--- src/rtl/axis_byte_packer_if.sv ---
// AXI-Stream bus bundle used on both sides of axis_byte_packer.
//   tdata  : 8*DATA_BYTES payload
//   tkeep  : DATA_BYTES byte valids
//   tlast  : end of packet
//   tvalid : beat valid (master -> slave)
//   tready : beat accepted (slave -> master)
interface axis_byte_packer_if #(
    parameter int unsigned DATA_BYTES = 4
) ();
    logic [8*DATA_BYTES-1:0] tdata;
    logic [DATA_BYTES-1:0]   tkeep;
    logic                    tlast;
    logic                    tvalid;
    logic                    tready;

    modport master (output tdata, tkeep, tlast, tvalid, input tready);
    modport slave  (input tdata, tkeep, tlast, tvalid, output tready);
endinterface

--- src/rtl/axis_byte_packer.sv ---
// AXI-Stream byte packer/realigner.
// Compacts every kept input byte, in stream order, into full output beats and
// optionally inserts a per-packet count of empty leading lanes in the first
// output beat (header alignment).
// Ports:
//   aclk, aresetn : clock, asynchronous active-low reset
//   s             : input stream (slave); s.tready is combinational from m.tready
//   s_offset      : leading empty lanes, sampled on the first beat of a packet
//   m             : packed output stream (master); all payload/control registered
module axis_byte_packer #(
    parameter int unsigned DATA_BYTES        = 4,
    parameter string       INPUT_BIG_ENDIAN  = "TRUE",
    parameter string       OUTPUT_BIG_ENDIAN = "TRUE",
    parameter string       OFFSET_EN         = "FALSE",
    localparam int unsigned OFF_W = ($clog2(DATA_BYTES) > 1) ? $clog2(DATA_BYTES) : 1
) (
    input  logic                  aclk,
    input  logic                  aresetn,
    axis_byte_packer_if.slave     s,
    input  logic [OFF_W-1:0]      s_offset,
    axis_byte_packer_if.master    m
);
    localparam int unsigned BUF_B = 2 * DATA_BYTES;
    localparam int unsigned CW    = $clog2(BUF_B);
    localparam int unsigned PW    = CW + 1;
    localparam bit IN_BE  = (INPUT_BIG_ENDIAN == "TRUE");
    localparam bit OUT_BE = (OUTPUT_BIG_ENDIAN == "TRUE");
    localparam bit OFF_ON = (OFFSET_EN == "TRUE");

    // Lane-indexed byte buffer; invariant: lanes >= cnt are always zero.
    logic [BUF_B-1:0][7:0]      buf_q, buf_n;
    logic [CW-1:0]              cnt_q, cnt_n;
    logic                       tail_q, tail_n;
    logic                       first_q, first_n;
    logic [OFF_W-1:0]           lead_q, lead_n;
    logic                       lead_pend_q, lead_pend_n;
    logic                       valid_q, valid_n;
    logic                       last_q, last_n;
    logic [DATA_BYTES-1:0]      keep_q, keep_n;

    logic [DATA_BYTES-1:0][7:0] in_lane;
    logic [DATA_BYTES-1:0]      in_keep;
    logic [8*DATA_BYTES-1:0]    out_data;
    logic [DATA_BYTES-1:0]      out_keep;
    logic [OFF_W-1:0]           off_c;
    logic                       take;
    logic                       ready_c;
    logic                       acc;
    logic [PW-1:0]              pos;

    // Map bus byte positions to lane order on both sides.
    always_comb begin : lane_map
        in_lane  = '0;
        in_keep  = '0;
        out_data = '0;
        out_keep = '0;
        for (int i = 0; i < DATA_BYTES; i++) begin
            in_lane[i] = s.tdata[8*(IN_BE ? DATA_BYTES-1-i : i) +: 8];
            in_keep[i] = s.tkeep[IN_BE ? DATA_BYTES-1-i : i];
            out_data[8*(OUT_BE ? DATA_BYTES-1-i : i) +: 8] = buf_q[i];
            out_keep[OUT_BE ? DATA_BYTES-1-i : i]          = keep_q[i];
        end
    end

    assign off_c    = OFF_ON ? s_offset : '0;
    assign take     = valid_q & m.tready;
    assign ready_c  = ~tail_q & ((cnt_q < CW'(DATA_BYTES)) | take);
    assign acc      = s.tvalid & ready_c;

    assign s.tready = ready_c;
    assign m.tdata  = out_data;
    assign m.tkeep  = out_keep;
    assign m.tvalid = valid_q;
    assign m.tlast  = last_q;

    // Shift out the taken beat, then append the accepted beat at the post-shift fill level.
    always_comb begin : next_state
        buf_n       = buf_q;
        cnt_n       = cnt_q;
        tail_n      = tail_q;
        first_n     = first_q;
        lead_n      = lead_q;
        lead_pend_n = lead_pend_q;
        pos         = '0;
        valid_n     = 1'b0;
        last_n      = 1'b0;
        keep_n      = '0;

        if (take) begin
            for (int i = 0; i < DATA_BYTES; i++) begin
                buf_n[i]            = buf_q[i + DATA_BYTES];
                buf_n[i + DATA_BYTES] = 8'h00;
            end
            cnt_n       = (cnt_q >= CW'(DATA_BYTES)) ? cnt_q - CW'(DATA_BYTES) : '0;
            lead_pend_n = 1'b0;
            if (last_q) begin
                tail_n = 1'b0;
            end
        end

        if (acc) begin
            pos = PW'(cnt_n);
            // First beat of a packet: reserve the lead lanes (left zero) ahead of the data.
            if (first_q) begin
                pos         = pos + PW'(off_c);
                lead_n      = off_c;
                lead_pend_n = 1'b1;
            end
            for (int i = 0; i < DATA_BYTES; i++) begin
                if (in_keep[i]) begin
                    if (pos < PW'(BUF_B)) begin
                        buf_n[pos[CW-1:0]] = in_lane[i];
                    end
                    pos = pos + PW'(1);
                end
            end
            cnt_n   = pos[CW-1:0];
            first_n = s.tlast;
            // An empty packet ends here; it never owns an output beat.
            if (s.tlast) begin
                tail_n = (cnt_n != '0);
            end
        end

        valid_n = (cnt_n >= CW'(DATA_BYTES)) | (tail_n & (cnt_n != '0));
        last_n  = tail_n & (cnt_n <= CW'(DATA_BYTES));
        for (int i = 0; i < DATA_BYTES; i++) begin
            keep_n[i] = (CW'(i) < cnt_n) & ~(lead_pend_n & (OFF_W'(i) < lead_n));
        end
    end

    // State and output registers.
    always_ff @(posedge aclk or negedge aresetn) begin : regs
        if (!aresetn) begin
            buf_q       <= '0;
            cnt_q       <= '0;
            tail_q      <= 1'b0;
            first_q     <= 1'b1;
            lead_q      <= '0;
            lead_pend_q <= 1'b0;
            valid_q     <= 1'b0;
            last_q      <= 1'b0;
            keep_q      <= '0;
        end else begin
            buf_q       <= buf_n;
            cnt_q       <= cnt_n;
            tail_q      <= tail_n;
            first_q     <= first_n;
            lead_q      <= lead_n;
            lead_pend_q <= lead_pend_n;
            valid_q     <= valid_n;
            last_q      <= last_n;
            keep_q      <= keep_n;
        end
    end
endmodule

--- src/flat_wrapper.sv ---
// flat-port wrapper written by rule: the top's interface ports become plain ports
module axis_byte_packer_flat 
#(
    parameter int unsigned DATA_BYTES        = 4,
    parameter string       INPUT_BIG_ENDIAN  = "    ",
    parameter string       OUTPUT_BIG_ENDIAN = "    ",
    parameter string       OFFSET_EN         = "     ",
    localparam int unsigned OFF_W = ($clog2(DATA_BYTES) > 1) ? $clog2(DATA_BYTES) : 1
)
  (aclk, aresetn, s_offset, s_tdata, s_tkeep, s_tlast, s_tvalid, s_tready, m_tdata, m_tkeep, m_tlast, m_tvalid, m_tready);
  axis_byte_packer_if #(.DATA_BYTES(DATA_BYTES)) s_i ();
  axis_byte_packer_if #(.DATA_BYTES(DATA_BYTES)) m_i ();
  input  logic aclk;
  input  logic aresetn;
  input  logic [OFF_W-1:0] s_offset;
  input wire logic [$bits(s_i.tdata)-1:0] s_tdata;
  input wire logic [$bits(s_i.tkeep)-1:0] s_tkeep;
  input wire logic [$bits(s_i.tlast)-1:0] s_tlast;
  input wire logic [$bits(s_i.tvalid)-1:0] s_tvalid;
  output wire logic [$bits(s_i.tready)-1:0] s_tready;
  output wire logic [$bits(m_i.tdata)-1:0] m_tdata;
  output wire logic [$bits(m_i.tkeep)-1:0] m_tkeep;
  output wire logic [$bits(m_i.tlast)-1:0] m_tlast;
  output wire logic [$bits(m_i.tvalid)-1:0] m_tvalid;
  input wire logic [$bits(m_i.tready)-1:0] m_tready;
  assign s_i.tdata = s_tdata;
  assign s_i.tkeep = s_tkeep;
  assign s_i.tlast = s_tlast;
  assign s_i.tvalid = s_tvalid;
  assign s_tready = s_i.tready;
  assign m_tdata = m_i.tdata;
  assign m_tkeep = m_i.tkeep;
  assign m_tlast = m_i.tlast;
  assign m_tvalid = m_i.tvalid;
  assign m_i.tready = m_tready;
  axis_byte_packer #(.DATA_BYTES(DATA_BYTES), .INPUT_BIG_ENDIAN(INPUT_BIG_ENDIAN), .OUTPUT_BIG_ENDIAN(OUTPUT_BIG_ENDIAN), .OFFSET_EN(OFFSET_EN)) u_core (.aclk(aclk), .aresetn(aresetn), .s(s_i), .s_offset(s_offset), .m(m_i));
endmodule
--- config.mk ---
export PLATFORM = sky130hd
export DESIGN_NAME = axis_byte_packer_flat
export DESIGN_NICKNAME = d
export VERILOG_FILES = /design/src/rtl/axis_byte_packer_if.sv /design/src/rtl/axis_byte_packer.sv /design/src/flat_wrapper.sv
export SDC_FILE = /design/constraint.sdc
export NUM_CORES = 1
export LEC_CHECK = 0
export BUFFER_PORTS_ARGS = -buffer_cell sky130_fd_sc_hd__buf_2
export CAP_MARGIN = 10
export CORE_MARGIN = 2
export CORE_UTILIZATION = 45
export DETAILED_ROUTE_END_ITERATION = 7
export PLACE_DENSITY = 0.73
export SETUP_SLACK_MARGIN = 0.4
export SLEW_MARGIN = 20
export SYNTH_ARGS = -nofsm -noshare
export SYNTH_HDL_FRONTEND = slang
export SYNTH_SLANG_ARGS = --single-unit
--- constraint.sdc ---
create_clock -name aclk -period 4.2 [get_ports aclk]
set_input_delay 0.63 -clock aclk [delete_from_list [all_inputs] [get_ports aclk]]
set_output_delay 0.63 -clock aclk [all_outputs]
set_load 0.005 [all_outputs]
Yosys cells after proc, flatten, opt, wreduce, memory -nomap -nowiden
Cells that the tools add are included.
- flip-flop bits (word level): 78
- bits of input ports: 43
- multiplexer cells: 46
- $add $sub $neg: 5
- bitwise logic cells: 20
- order comparisons: 24
- reduce and logical (&&, ||, !) cells: 6
- operator list (cell ; count):
    two-way mux 64 bit ; 13
    bitwise mux 64 bit ; 4
    demux 8 bit (select 3 bit) ; 4
    two-way mux 8 bit ; 4
    two-way mux 4 bit ; 7
    less-than comparator 3 x 4 -> 1 bit, second input constant ; 4
    less-than comparator 4 bit, second input constant ; 4
    two-way mux 3 bit ; 5
    AND 1 bit ; 13
    adder 4 x 1 -> 4 bit, second input constant ; 3
    greater-or-equal comparator 3 x 1 -> 1 bit, second input constant ; 4
    two-way mux 1 bit ; 7
    greater-or-equal comparator 3 bit, second input constant ; 2
    less-than comparator 1 x 3 -> 1 bit, first input constant ; 2
    less-than comparator 2 x 3 -> 1 bit, first input constant ; 2
    nonzero test 3 bit ; 2
    NOT 1 bit ; 5
    logical AND 1 bit ; 4
    less-than comparator 1 x 2 -> 1 bit, first input constant ; 2
    less-than comparator 2 bit, first input constant ; 2
    two-way mux 2 bit ; 2
    adder 3 x 1 -> 3 bit, second input constant ; 1
    less-or-equal comparator 3 bit, second input constant ; 1
    less-than comparator 3 bit, second input constant ; 1
    other kinds (2) ; 3

Longest topological paths before layout
Gate-level depths: netlist of run 1.
- depth after elaboration: 25
- gate-level depth with buffers: 24

Least setup slack after synthesis of run 1
Ideal clock, no wire load.
- path type: input -> register
- from: input m_tready
- to: register u_core.last_q, in the netlist u_core.m.tlast
- path slack: -96 ps
- stages: 20
- required time: 4081 ps
- data arrival time: 4178 ps
- library setup time: 119 ps
- path buffers: 1
- cell sequence: buf_4 -> nand3b_1 -> and2_1 -> ha_1 -> nand2_1 -> o21a_1 -> inv_2 -> ha_1 -> nand2_1 -> o21ai_1 -> nor2_1 -> inv_1 -> ha_1 -> nand2b_1 -> o31ai_4 -> inv_1 -> ha_1 -> or3_1 -> a22oi_2 -> o21ba_1
- longest elaborated chain between the ends: 19
- elaborated cells on any way between the ends: 25
- ends and longest elaborated chain (element ; line ; RTL):
    start, declared ; flat_wrapper.sv:25 ; input wire logic [$bits(m_i.tready)-1:0] m_tready;
    AND 1 bit * ; axis_byte_packer.sv:66 ; assign take = valid_q & m.tready;
    branches (longest 17 deep; another with adder 4 x 1 -> 4 bit) ; n/a ;
    AND 1 bit * ; axis_byte_packer.sv:126 ; last_n = tail_n & (cnt_n <= CW'(DATA_BYTES));
    named net u_core.last_n ; axis_byte_packer.sv:38 ; logic last_q, last_n;
    end signal, assigned ; axis_byte_packer.sv:152 ; last_q <= last_n;
    end, declared ; axis_byte_packer.sv:38 ;
Mark *: on every way through the listed nets, which the timed path passes. The select of a mux whose other input is x is not followed.
A chain may end at the register's enable or synchronous reset.

Final worst setup path of run 1
- from: register u_core.cnt_q[2]
- to: register u_core.last_q, in the netlist u_core.m.tlast
- longest elaborated chain between the ends: 20
- elaborated cells on any way between the ends: 27
- ends and longest elaborated chain (element ; line ; RTL):
    start, declared ; axis_byte_packer.sv:32 ; logic [CW-1:0] cnt_q, cnt_n;
    start signal, assigned ; axis_byte_packer.sv:146 ; cnt_q <= cnt_n;
    branches (longest 19 deep; another with adder 4 x 1 -> 4 bit) ; n/a ;
    AND 1 bit * ; axis_byte_packer.sv:126 ;
    named net u_core.last_n ; axis_byte_packer.sv:38 ;
Marks and branches as above.

==> results of run 1 <==
==> kinds of logic (layout without fill, tap and decap cells) <==
logic type                 count (synthesis)  after routing
muxes                                    124            124
buffers and inverters                    112            144
adders and majority gates                  4              4
AOI/OAI and AO/OA                        255            255
DFF                                       77             77
xor gates and xnor gates                  11             11
and+or+nand+nor                          232            232
==> state kept, by name (all words and copies together) (netlist names) <==
register,flops
u_core.cnt_q,3
u_core.lead_q,2
u_core.m.tkeep,3
u_core.first_q,1
u_core.buf_q,32
u_core.m.tdata,32
u_core.m.tlast,1
u_core.m.tvalid,1
u_core.lead_pend_q,1
u_core.tail_q,1
==> power groups by stage <==
stage               registers, uW  logic (uW)  clock network (uW)
finish                       1280        3780                 744
global route                 1310        4150                 778
CTS                          1280        3660                 753
detailed placement           1290        3610                   0
global placement             1280        3530                   0
floorplan                    1210        2990                   0
==> routing by layer <==
layer	share of wire [%]	vias up
li1	-	3027
met1	43	3199
met2	45	356
met3	9.5	43
met4	2.5	0
met5	0	-
==> per-stage QoR <==
stage / hold WS, ps / util, % / power [uW] / setup WS (ps) / area, um2
2_1_floorplan: 334 / - / 4190 / 314 / 7070
3_3_place_gp: 433 / 48.5 / 4810 / 221 / 7380
3_5_place_dp: 442 / 48.5 / 4900 / 107 / 7380
4_1_cts: 335 / 50.5 / 5690 / 435 / 7670
5_1_grt: 371 / 50.9 / 6240 / 394 / 7740
6_report: 315 / 50.9 / 5810 / 564 / 7740
==> what timing repair did <==
action,CTS,global route
resized for setup,1,4
setup buffers,3,7
pin swaps,1,3
setup endpoints to repair,11,48
==> cell type report <==
class	count	area, um2	area share (%)
clock inverter	3	22.5	0.291
inverter	14	55.1	0.711
timing repair buffer	115	668	8.63
sequential	77	1930	24.9
multi-input combinational	626	4580	59.2
clock buffer	12	246	3.18
tap	188	235	3.04
==> cells in the mapped netlist, drive strengths merged, types with 2 or more instances <==
library cell / number
mux2: 79
a21boi: 5
a21oi: 57
clkbuf: 46
a21o: 5
o2111ai: 10
a2111oi: 2
and3: 11
and3b: 2
o211ai: 56
or3: 2
nand2: 109
o211a: 19
o2bb2ai: 5
inv: 14
nor3b: 2
a31oi: 5
dfrtp: 76
a31o: 8
nand4: 6
nor2: 54
nor3: 8
o21ba: 2
o21a: 4
a22oi: 7
nand3: 7
nand2b: 11
ha: 4
xnor2: 9
o21ai: 43
nand4b: 4
buf: 52
o22a: 5
a32oi: 3
o22ai: 13
and2: 11
mux2i: 45
o221ai: 2
==> worst paths after layout <==
path                                     end  cells past startpoint
min                        u_core.m.tdata[9]                      1
min in group aclk          u_core.m.tkeep[2]                      1
max                           u_core.m.tlast                     20
max reg2reg                   u_core.m.tlast                     20
max in group asynchronous   u_core.buf_q[46]                      2
min reg2reg                u_core.m.tkeep[2]                      1
==> results.cfg, run 1 <==
[critical_path]
rrSetupSlack_ps = 560
reg2reg_from = u_core.cnt_q[2]
path_buf_inv = 3
cp.arrival_ps = 3880
slowest_delay_ps = 390
crit_top_cell = ha_4
path_cells = nand3b_1 -> and2_4 -> ha_4 -> nand2_4 -> o21a_4 -> inv_4 -> ha_4 -> nand2_4 -> o21ai_4 -> nor2_2 -> inv_1 -> ha_1 -> nand2b_4 -> o31ai_4 -> inv_2 -> ha_4 -> xnor2_1 -> or3_4 -> a22oi_2 -> o21ba_1
slowest_stage = dfrtp_1
path_max_fanout = 4
crit_start = u_core.cnt_q[2]
cp_top_family = simple AND/OR/NAND/NOR gates
path_class = reg -> reg
worst_ep_required_time_ps = 4440
startpoint_type = flip-flop
cp-end-kind = flip-flop

[yosys]
yosys.area_share.simple_pct = 15.6
synth_top_cells_by_area = dfrtp_1 27%, mux2_2 13%, mux2i_1 6.4%
async_reset_ff_share_pct = 100
synth_edf_count = 0
synth_top_cell_by_area = dfrtp_1
synth.ff_latch_count = 77
netlist_instances = 815
synth_xor_area_share_pct = 2.00
synth.mux.area_fraction_pct = 19.2
synth_top_area_share_pct = 27.2
synth_cell_types = 69
synth-compound-area-share_pct = 26.6
ys.flop_type = dfrtp_1
synth.avg_cell_area_um2 = 8.58
synth-seq-area-share_pct = 27.6
synth_area_um2 = 6990
synthAdderAreaFrac_pct = 0.716
syn_nets = 862
synth_top_family_by_area = compound AO/OA/AOI/OAI gates
yosys_warnings = 0

[clock_tree]
clk_pin_slew_worst_paths_ps = 60
numCtsBuffers = 9
htreeDepth = 3
clk_path_buf_depth = 2
cts_tree = done
cts_sinks = 77
clkLatencyLatePin_ps = 350
root_buffer = clkbuf_16
hold_buffers = 0

[sta]
tightest_slew_ps = 1020
rsz0062_at_grt = false
slew_violations = 0
finalCriticalPeriod_ps = 3640
setup_viol = 0
slew_headroom_pct = 31.4
fin_crit_sh_pct = 86.6
tns_ps = 0
hold_viol = 0
fmax_ghz = 0.275
skew_ps = 9.31

[drt]
drtIter0Drc = 700
ant_nets = 0
routed_wl_um = 22500
wire_per_inst_um = 21.8
via_per_inst = 6.40
num_vias = 6625
dr.pass1.iters = 6
route.detailed.drc = 0

[cells_and_area]
syn_to_final_growth_pct = 10.7
fin_cells = 1035
layout-drive-gt1-share_pct = 30.2
fillers = 1432
num_antenna_cells = 0
nets = 890
final_common_cell = nand2_1
final_cell_mix = 106 x nand2_1, 79 x mux2_2, 78 x buf_2

[worst_hold_path]
hp-class = in -> async

[floorplanning]
core_um2 = 15200
die_h_um = 129
dieWidth_um = 129
die_area_um2 = 16500
io-pin-count = 82
rows = 45
start_util_pct = 46.0

[place]
port_buffers = 79
dpl.hpwl_um = 15100
dp.cells = 1010
gp_congestion = 0.936

[power_and_ir_drop]
pwr-share-clk_pct = 12.8
leakage_uw = 0.00359
p_seq_share_pct = 22.1
p_sw_uw = 2580
switching_share_pct = 44.4
p_comb_share_pct = 65.1
power-per-cell-area_nw_per_um2 = 751
ir_worst_vdd_uv = 278
p_int_uw = 3230

[grt]
grt_pass1_wl_um = 34900
antenna_found_initial = 0
grt_overflow = 0
use_met1_pct = 38.9
grt.busiest_layer = met2
grt_use_met2_pct = 42.1
grtUsageTotal_pct = 27.5
grt_max_degree = 57
grtUsageMet3_pct = 4.57
grt_pass1_vias = 6111

[run]
drv_cap = 0

[status]
status = completed
Note: power is estimated with default switching activity, not from simulation.
==> inputs of run 2 (changes only) <==
--- a/config.mk
+++ b/config.mk
@@ -5,12 +5,12 @@
 export SDC_FILE = /design/constraint.sdc
 export NUM_CORES = 1
 export LEC_CHECK = 0
-export BUFFER_PORTS_ARGS = -buffer_cell sky130_fd_sc_hd__buf_2
 export CAP_MARGIN = 10
 export CORE_MARGIN = 2
 export CORE_UTILIZATION = 45
 export DETAILED_ROUTE_END_ITERATION = 7
-export PLACE_DENSITY = 0.73
+export DONT_BUFFER_PORTS = 1
+export PLACE_DENSITY = 0.68
 export SETUP_SLACK_MARGIN = 0.4
 export SLEW_MARGIN = 20
 export SYNTH_ARGS = -nofsm -noshare
==> run 2 against run 1 <==
  * Register-to-register slack about the same
  * Via count shrank 5.1%
  * Worst setup slack improved by 14 ps
  * Wire length grew 0.78%
  * Maximum frequency increased by 0.40%
  * Total power is 2.2% lower
  * Critical path type unchanged
==> results.cfg, run 2 (same netlist as run 1, synthesis figures left out) <==
[drt]
route.detailed.drc = 0
wire_per_inst_um = 23.8
dr.pass1.iters = 6
via_per_inst = 6.59
ant_nets = 0
routed_wl_um = 22700
drtIter0Drc = 580
num_vias = 6285

[grt]
grt_overflow = 0
grt_max_degree = 92
grt_pass1_wl_um = 35000
use_met1_pct = 37.7
grt.busiest_layer = met2
grt_pass1_vias = 5965
grt_use_met2_pct = 41.6
grtUsageTotal_pct = 27.7
antenna_found_initial = 0
grtUsageMet3_pct = 6.36

[floorplanning]
rows = 45
start_util_pct = 46.0
core_um2 = 15200
die_h_um = 129
die_area_um2 = 16500
io-pin-count = 82
dieWidth_um = 129

[sta]
tightest_slew_ps = 1010
setup_viol = 0
fmax_ghz = 0.276
finalCriticalPeriod_ps = 3620
rsz0062_at_grt = false
fin_crit_sh_pct = 86.2
slew_violations = 0
skew_ps = 11.0
slew_headroom_pct = 32.0
hold_viol = 0
tns_ps = 0

[clock_tree]
root_buffer = clkbuf_16
clk_path_buf_depth = 2
htreeDepth = 3
numCtsBuffers = 9
cts_sinks = 77
clk_pin_slew_worst_paths_ps = 60
clkLatencyLatePin_ps = 360
cts_tree = done

[critical_path]
path_max_fanout = 6
crit_top_cell = ha_4
cp-end-kind = flip-flop
path_cells = nand3b_1 -> and2_4 -> ha_4 -> nand2_4 -> o21a_4 -> inv_6 -> ha_4 -> nand2_4 -> o21ai_4 -> nor2_2 -> inv_1 -> ha_1 -> nand2b_4 -> o31ai_4 -> inv_2 -> ha_4 -> xnor2_1 -> or3_1 -> a22oi_2 -> o21ba_1
slowest_stage = dfrtp_1
worst_ep_required_time_ps = 4440
path_class = reg -> reg
slowest_delay_ps = 370
cp.arrival_ps = 3860
startpoint_type = flip-flop

[place]
dp.cells = 927
gp_congestion = 0.917
port_buffers = 0
dpl.hpwl_um = 14600

[cells_and_area]
fin_cells = 954
multi_input_area_um2 = 4590
final_cell_mix = 106 x nand2_1, 79 x mux2_2, 76 x dfrtp_1
nets = 808
regArea_um2 = 1930
final_common_cell = nand2_1
layout-drive-gt1-share_pct = 23.0
syn_to_final_growth_pct = 5.94
fillers = 1436
num_antenna_cells = 0

[status]
status = completed

[power_and_ir_drop]
ir_worst_vdd_uv = 270
power-per-cell-area_nw_per_um2 = 767
leakage_uw = 0.00329

[run]
drv_cap = 0

[worst_hold_path]
hp-class = in -> async
run 2: changes by cell type in the layout (fill, tap and decap cells not counted), sizes merged:
| cell | before | now |
|---|---|---|
| inv | 14 | 15 |
| clkinvlp | 3 | 0 |
| buf | 115 | 33 |
| bufinv | 0 | 2 |
| clkbuf | 12 | 11 |
| clkinv | 0 | 2 |
run 2: metrics by stage:
step / setup slack, ps / total power (uW) / util (%) / hold slack, ps / instance area (um2)
after detailed placement: 113 / 4660 / 45.8 / 339 / 6960
after global routing: 381 / 6120 / 48.7 / 112 / 7410
after global placement: 141 / 4610 / 45.8 / 339 / 6960
after CTS: 403 / 5590 / 48.2 / 109 / 7330
after floorplan: 314 / 4190 / - / 334 / 7070
final: 578 / 5680 / 48.7 / 117 / 7410
run 2: critical path, delay by kind of cell, from the launching register on:
family | cells | cell delay [ps]
and+or+nand+nor | 7 | 1120
adders and majority gates | 4 | 900
AOI/OAI and AO/OA | 5 | 750
DFF | 1 | 370
buffers and inverters | 3 | 250
xor gates and xnor gates | 1 | 110
run 2: path summary, 6_finish.rpt:
path                                  start           endpoint  slack [ps]  cells after the start
setup / recovery            u_core.cnt_q[2]     u_core.m.tlast         580                     20
hold / removal                      aresetn     u_core.first_q         120                      0
setup reg to reg            u_core.cnt_q[2]     u_core.m.tlast         580                     20
hold reg to reg            u_core.lead_q[0]  u_core.m.tkeep[2]         450                      1
max in group asynchronous           aresetn   u_core.buf_q[32]        3670                      1
min in group aclk                   s_tlast     u_core.first_q         400                      2
run 2: area by class of cell:
type,count,share of cell area (%)
inverter,14,0.777
multi-input combinational,626,62.0
clock inverter,5,1.12
timing repair buffer,33,3.78
clock buffer,11,3.14
sequential,77,26.0
tap,188,3.18
run 2: layer usage:
metal  wire (um)  part of all wire (%)  vias up
met4         858                   3.8        0
met3        2200                   9.7       69
met5           0                     0        -
met1        9690                    43     3030
met2        9940                    44      318
li1            -                     -     2868
run 2: power breakdown:
part | internal [uW] | leakage [uW] | switching, uW
registers | 1070 | 0.000986 | 266
clock network | 523 | 0.000154 | 336
logic | 1610 | 0.00215 | 1880
total | 3200 | 0.00329 | 2480
run 2: repair_timing:
item | CTS | global route
buffers inserted | 3 | 7
pin swaps | 0 | 3
hold buffers | 1 | 0
resized for setup | 0 | 8
hold endpoints to repair | 76 | 0
setup endpoints to repair | 24 | 49
